<file path="config.mk">
export PLATFORM = sky130hd
export DESIGN_NAME = serial_xfer_ctrl
export DESIGN_NICKNAME = d
export VERILOG_FILES = /design/src/rtl/serial_xfer_ctrl.sv
export SDC_FILE = /design/constraint.sdc
export NUM_CORES = 1
export LEC_CHECK = 0
export ABC_CLOCK_PERIOD_IN_PS = 2400
export BUFFER_PORTS_ARGS = -buffer_cell sky130_fd_sc_hd__buf_2
export CORE_MARGIN = 2
export CORE_UTILIZATION = 40
export DETAILED_ROUTE_END_ITERATION = 10
export GPL_TIMING_DRIVEN = 0
export PLACE_DENSITY = 0.65
export RECOVER_POWER = 25
export SLEW_MARGIN = 10
export SYNTH_ARGS = -nofsm -noshare
export SYNTH_HDL_FRONTEND = slang
export SYNTH_SLANG_ARGS = --single-unit
</file>
<file path="constraint.sdc">
create_clock -name clk -period 2.4 [get_ports clk]
set_input_delay 0.12 -clock clk [delete_from_list [all_inputs] [get_ports clk]]
set_output_delay 0.12 -clock clk [all_outputs]
set_load 0.02 [all_outputs]
</file>
<file path="src/rtl/serial_xfer_ctrl.sv">
// Serial transfer controller: 8-bit shift register clocked by an internal half-tick or an external sck_in.
// Define SERIAL_EXT_SYNC_EN to put a 2-flop synchronizer in front of the sck_in edge detector.
module serial_xfer_ctrl (
   input  logic       clk,
   input  logic       reset,
   input  logic       half_tick,
   input  logic       sck_in,
   input  logic       sin_in,
   input  logic       sb_wr,
   input  logic       sc_wr,
   input  logic [7:0] wdata,
   output logic [7:0] sb_rdata,
   output logic [7:0] sc_rdata,
   output logic       sck_out,
   output logic       sck_dir,
   output logic       ser_out,
   output logic       int_serial,
   output logic       busy
);

   typedef enum logic [1:0] {
      IDLE = 2'd0,
      LOW  = 2'd1,
      HIGH = 2'd2
   } state_t;

   state_t     state;
   logic [7:0] sb;
   logic       start;
   logic       int_clk;
   logic [2:0] bit_cnt;
   logic       done;
   logic       sck_s;
   logic       sck_hist;
   logic       fall_evt;
   logic       rise_evt;

`ifdef SERIAL_EXT_SYNC_EN
   logic sck_m;

   always_ff @(posedge clk or posedge reset) begin
      if (reset) begin
         sck_m    <= 1'b0;
         sck_s    <= 1'b0;
         sck_hist <= 1'b0;
      end else begin
         sck_m    <= sck_in;
         sck_s    <= sck_m;
         sck_hist <= sck_s;
      end
   end
`else
   assign sck_s = sck_in;

   always_ff @(posedge clk or posedge reset) begin
      if (reset) sck_hist <= 1'b0;
      else       sck_hist <= sck_s;
   end
`endif

   // In internal mode each half_tick is the next edge; the current state decides its polarity.
   always_comb begin
      fall_evt = 1'b0;
      rise_evt = 1'b0;
      if (int_clk) begin
         fall_evt = half_tick;
         rise_evt = half_tick;
      end else begin
         fall_evt = ~sck_s & sck_hist;
         rise_evt = sck_s & ~sck_hist;
      end
   end

   always_ff @(posedge clk or posedge reset) begin
      if (reset) begin
         state      <= IDLE;
         sb         <= '0;
         start      <= 1'b0;
         int_clk    <= 1'b0;
         bit_cnt    <= '0;
         done       <= 1'b0;
         ser_out    <= 1'b0;
         int_serial <= 1'b0;
         sck_out    <= 1'b1;
      end else begin
         int_serial <= done;
         done       <= 1'b0;
         if (sc_wr) begin
            start   <= wdata[7];
            int_clk <= wdata[0];
            bit_cnt <= '0;
            sck_out <= 1'b1;
            state   <= wdata[7] ? HIGH : IDLE;
         end else begin
            case (state)
               HIGH: begin
                  if (fall_evt) begin
                     state   <= LOW;
                     sck_out <= 1'b0;
                     ser_out <= sb[7];
                  end
               end
               LOW: begin
                  if (rise_evt) begin
                     sb      <= {sb[6:0], sin_in};
                     bit_cnt <= bit_cnt + 3'd1;
                     sck_out <= 1'b1;
                     if (bit_cnt == 3'd7) begin
                        state <= IDLE;
                        start <= 1'b0;
                        done  <= 1'b1;
                     end else begin
                        state <= HIGH;
                     end
                  end
               end
               IDLE:    ;
               default: state <= IDLE;
            endcase
         end
         // A CPU write wins over a shift landing in the same cycle.
         if (sb_wr) sb <= wdata;
      end
   end

   assign sb_rdata = sb;
   assign sc_rdata = {start, 6'b111111, int_clk};
   assign sck_dir  = int_clk;
   assign busy     = start;

endmodule

</file>
Word level (Yosys, flattened, before mapping). Cells that the tools add are included. W data, S select, Z words.

Register bits after elaboration: 20. Latch bits: 0. Bits in writable memories: 0. ROM bits: 0. Output and inout bits: 21. Memories: 0.

Add/sub/neg operators: 1. Multiply operators: 0. Divide/modulo/power cells: 0. $lt $le $gt $ge: 0. Equality and inequality tests: 7. Shifts and indexed selects: 0. Multiplexer cells: 27. Bitwise logic cells: 5. Reductions and logical operators: 13.

Operators with widths (number): $mux W8 (4); $reduce_and A3 Y1 (5); $mux W1 (13); $mux W2 (5); $reduce_bool A2 Y1 (5); $mux W3 (3); $ne A3 B3 Y1 const B (2); $pmux W2 S3 (1); $ne A2 B2 Y1 const B (2); $add A3 B1 Y3 const B (1); $eq A3 B3 Y1 const B (1); $not A1 Y1 (3); $reduce_bool A3 Y1 (1); $and A1 B1 Y1 (2); $eq A2 B1 Y1 const B (1); $eq A2 B2 Y1 const B (1); $logic_not A2 Y1 (1); $pmux W1 S2 (1); $reduce_and A2 Y1 (1).

Longest topological paths before layout.
Depth after elaboration: 7. Gate-level depth with buffers: 7. Gate-level depth less buffers: 6.

Least setup slack after synthesis. No wires, ideal clock.

Kind: reg2reg. Start point: register state[1]. End point: register sb[0], in the netlist sb_rdata[0]. Library setup time: 0.125 ns. Arrival time: 1.776 ns. Path slack: 0.500 ns. Stages on the path, launching flop included: 8. Path buffers: 1. Clock period less this slack: 1.900 ns. Path through: dfrtp_1 > inv_1 > ha_1 > or2b_1 > o21ba_1 > buf_6 > mux2_4 > mux2_2.

Word-level cells in the longest chain between the ends: 3.

RTL lines: start: declaration (RTL line 27) `state_t state;`; start signal: assignment (RTL line 93) `state <= wdata[7] ? HIGH : IDLE;`; $eq A2 B1 Y1 (RTL line 95) `case (state)`; $reduce_bool A2 Y1 (no source line); $reduce_and A3 Y1 (no source line); end signal: assignment (RTL line 105) `sb <= {sb[6:0], sin_in};`; end signal: assignment (RTL line 122) `if (sb_wr) sb <= wdata;`; end: declaration (RTL line 28) `logic [7:0] sb;`.

Every way passes these cells. A chain may end at the register's enable or synchronous reset.

Worst setup path after layout.
Start point: register state[1]. End point: register sb[7], in the netlist sb_rdata[7].

Same word-level chain as after synthesis.

==> summary.txt <==
Yosys
  – Yosys warning count: 0
  – Top post-synthesis cells by area: dfrtp_1, mux2_4, mux2_2
  – Mapped Area: between 1000 and 1500 um^2
  – Sequential fraction of the synthesis area: 44.5%
  – Mapped Cells: 95
  – Largest area contributor in the netlist: dfrtp_1
  – Distinct cells, synth: 29
  – Avg Cell Area, Syn: 11.9 um^2
  – Most used DFF post-synth: dfrtp_1
  – Top cells by count, synth: dfrtp_1, mux2_2, buf_4, mux2_4
  – Post-synth top area share: 42.1%
  – #FFs+latches synth: 20
  – Ys async rst share: 100%
  – Top-count cell post-synth: dfrtp_1
  – Post-synth EDFFs: 0

Worst setup path
  – Startpoint types: flip-flop
  – Worst Path Arrival: 2.27 ns
  – Reg-to-Reg End: sb_rdata[7]$_DFFE_PP0P_
  – Endpoint class of the critical path: flip-flop
  – Worst-case reg-to-reg path depth: 7
  – R2R Setup Slk: approximately 0.33 ns
  – Required @ worst endpoint: 2.60 ns
  – WS Path Type: reg2reg
  – CP startpoint: state[1]$_DFFE_PP0P_
  – Reg-to-reg startpoint: state[1]$_DFFE_PP0P_
  – CP Max Fanout: 9

Drt
  – Initial DRC count: 4
  – Pre-antenna DRT Iters: 4
  – Routed len/inst: 12.1 um
  – WL final: 2000 um
  – Vias per inst: between 4 and 5
  – DRC: 0
  – Vias post-DR: 784
  – ANT nets after route: 0

Clock network
  – Clock sinks: 20
  – Clock slew seen by the registers of the worst setup and hold paths: 0.11 ns
  – Post-CTS sizing: 0
  – TritonCTS buffer count: 3
  – Skew-Pair Late Insertion Delay: 0.30 ns
  – Clk buf depth: 2
  – H-tree Lvls: 1
  – CTS tree: yes
  – Clk root buf: clkbuf_4

Pwr
  – Sw Share: around a third
  – Pwr/cell area: between 600 and 700 nW/um^2
  – Final Power: 888 uW
  – Power share of the combinational group: a little under a third
  – Internal Power: 605 uW
  – Clock Power Share: 22.3%
  – Worst vdd ir: 0.397 mV
  – P_sw: 283 uW
  – Leak: approximately 0.7 nW
  – Reg power frac: 47.3%

STA
  – Tcrit/Tclk final: 86.2%
  – FMAX: 483 MHz
  – Worst Max-Slew Pin Slew: 0.755 ns
  – Worst slew margin: a little under 50%
  – Clock skew: 0.00357 ns
  – Final Hold Violating Endpoints: 0
  – Min cycle time layout: 2.07 ns
  – Total negative setup slack: 0 ns
  – RSZ-0062 raised after global routing: false
  – Final Slew Violations: 0
  – Final setup fails: 0

Floorplanning
  – Die Wd: between 50 and 60 um
  – IO Count: 36
  – Core area: 2710 um^2
  – Height of the chip: 57.1 um
  – Placement Rows: 19
  – Starting density of the core: 41.6%
  – DIE AREA: 3260 um^2

Global route
  – First-pass GRT wire length: 3570 um
  – Number of global-route vias before repair: 823
  – Initial antenna violation count: 0
  – Largest net degree at the start of global routing: 21
  – Overflow left after global routing: 0
  – All-Layer GR Usage: 14.0%

Hold path
  – HP Class: in2reg
  – Hold path cells: 2
  – Hold Path Sink: sb_rdata[6]$_DFFE_PP0P_
  – Min-delay src: wdata[6]

Finish
  – Layout cell share with drive strength beyond 1: 40.3%
  – Area growth, synth to finish: 21.4%
  – Final nets: 156
  – Diode count: 0

Placed design
  – Post-DP HPWL: 1500 um
  – Final RePlAce weighted congestion: between 0.7 and 0.8
  – Count of input and output buffers: 28

Outcome
  – Status: finished clean

Job
  – MaxCap Viol Count: 0
==> final cells by class <==
cell class                      count  area [um^2]
Buffer                             11         80.1
Clock buffer                        4         36.3
Fill cell                         264         1340
Inverter                            5         18.8
Multi-Input combinational cell     64          547
Sequential cell                    20          502
Tap cell                           31         38.8
Timing Repair Buffer               30          148
==> cells by family (layout without fill, tap and decap cells) <==
logic type / count (synthesis) / in the layout / synth area share (%)
buf+inv: 16 / 50 / 8.76
fa+ha+maj: 6 / 6 / 6.65
other cells: 1 / 6 / 0.332
xor+xnor: 1 / 1 / 0.776
compound gates: 7 / 7 / 4.66
flops: 20 / 20 / 44.5
simple gates: 23 / 23 / 11.1
mux: 21 / 21 / 23.3
==> per-stage QoR <==
| stage | hold WS, ns | std cells | util, % | cell area [um^2] | worst slack (ns) |
|---|---|---|---|---|---|
| after global placement | 0.253 | 159 | 48.9 | 1330 | 0.368 |
| after CTS | 0.0261 | 165 | 51.0 | 1380 | 0.320 |
| after global routing | 0.0144 | 165 | 50.6 | 1370 | 0.221 |
| after floorplan | 0.0831 | 100 | - | 1150 | 0.500 |
| final | 0.0347 | 165 | 50.6 | 1370 | 0.331 |
| after detailed placement | 0.255 | 159 | 48.9 | 1330 | 0.342 |
==> metal layers <==
layer | track usage, % | share of wire, % | routed length, um | vias to the layer above
li1 | - | - | - | 385
met1 | 15.9 | 43 | 858 | 371
met2 | 24.8 | 50 | 1000 | 25
met3 | 3.85 | 5.3 | 105 | 3
met4 | 5.98 | 1.5 | 30 | 0
met5 | 0 | 0 | 0 | -
==> cell usage in the layout (no fill, tap or decap), drive strengths merged, types with 2 or more instances in the layout <==
cell type and n:
buf 29, dfrtp 19, mux2 18, clkbuf 14, nor2 6, ha 6, conb 6, inv 5
nand2 4, nor3 3, mux2i 3, o21ai 3, nor3b 2, nor2b 2, nand2b 2, dlygate4sd3 2
and2 2
==> critical path, cell delays in order, from the launching register on <==
cell and delay, ns:
dfrtp_1 0.43, inv_1 0.11, ha_1 0.18, or2b_1 0.27, o21ba_1 0.24, buf_6 0.16, mux2_4 0.31, mux2_2 0.26
==> power groups by stage <==
stage | Clock, mW | Combinational, mW | Sequential [mW]
global placement | 0 | 0.272 | 0.422
finish | 0.198 | 0.270 | 0.420
floorplan | 0 | 0.163 | 0.462
detailed placement | 0 | 0.276 | 0.427
CTS | 0.208 | 0.280 | 0.421
global route | 0.224 | 0.299 | 0.428
==> worst max path at each step <==
stage / end / slack, ns
after floorplan: sb_rdata[0]$_DFFE_PP0P_ / 0.50
after global placement: sb_rdata[5]$_DFFE_PP0P_ / 0.37
final: sb_rdata[7]$_DFFE_PP0P_ / 0.33
after CTS: sb_rdata[7]$_DFFE_PP0P_ / 0.32
after detailed placement: sb_rdata[3]$_DFFE_PP0P_ / 0.34
after global routing: sb_rdata[7]$_DFFE_PP0P_ / 0.22
==> registers in the layout, summed over array words and instances (netlist names) <==
name,flops
sb_rdata,8
bit_cnt,3
state,2
busy,1
done,1
int_serial,1
sck_dir,1
sck_hist,1
sck_out,1
ser_out,1
==> repair_timing <==
item                                   in CTS  in global routing
buffers inserted                            0                  0
setup endpoints to repair                   0                  0
endpoints found under the hold margin      20                  0
hold buffers                                2                  0
(Power assumes the default switching activity.)
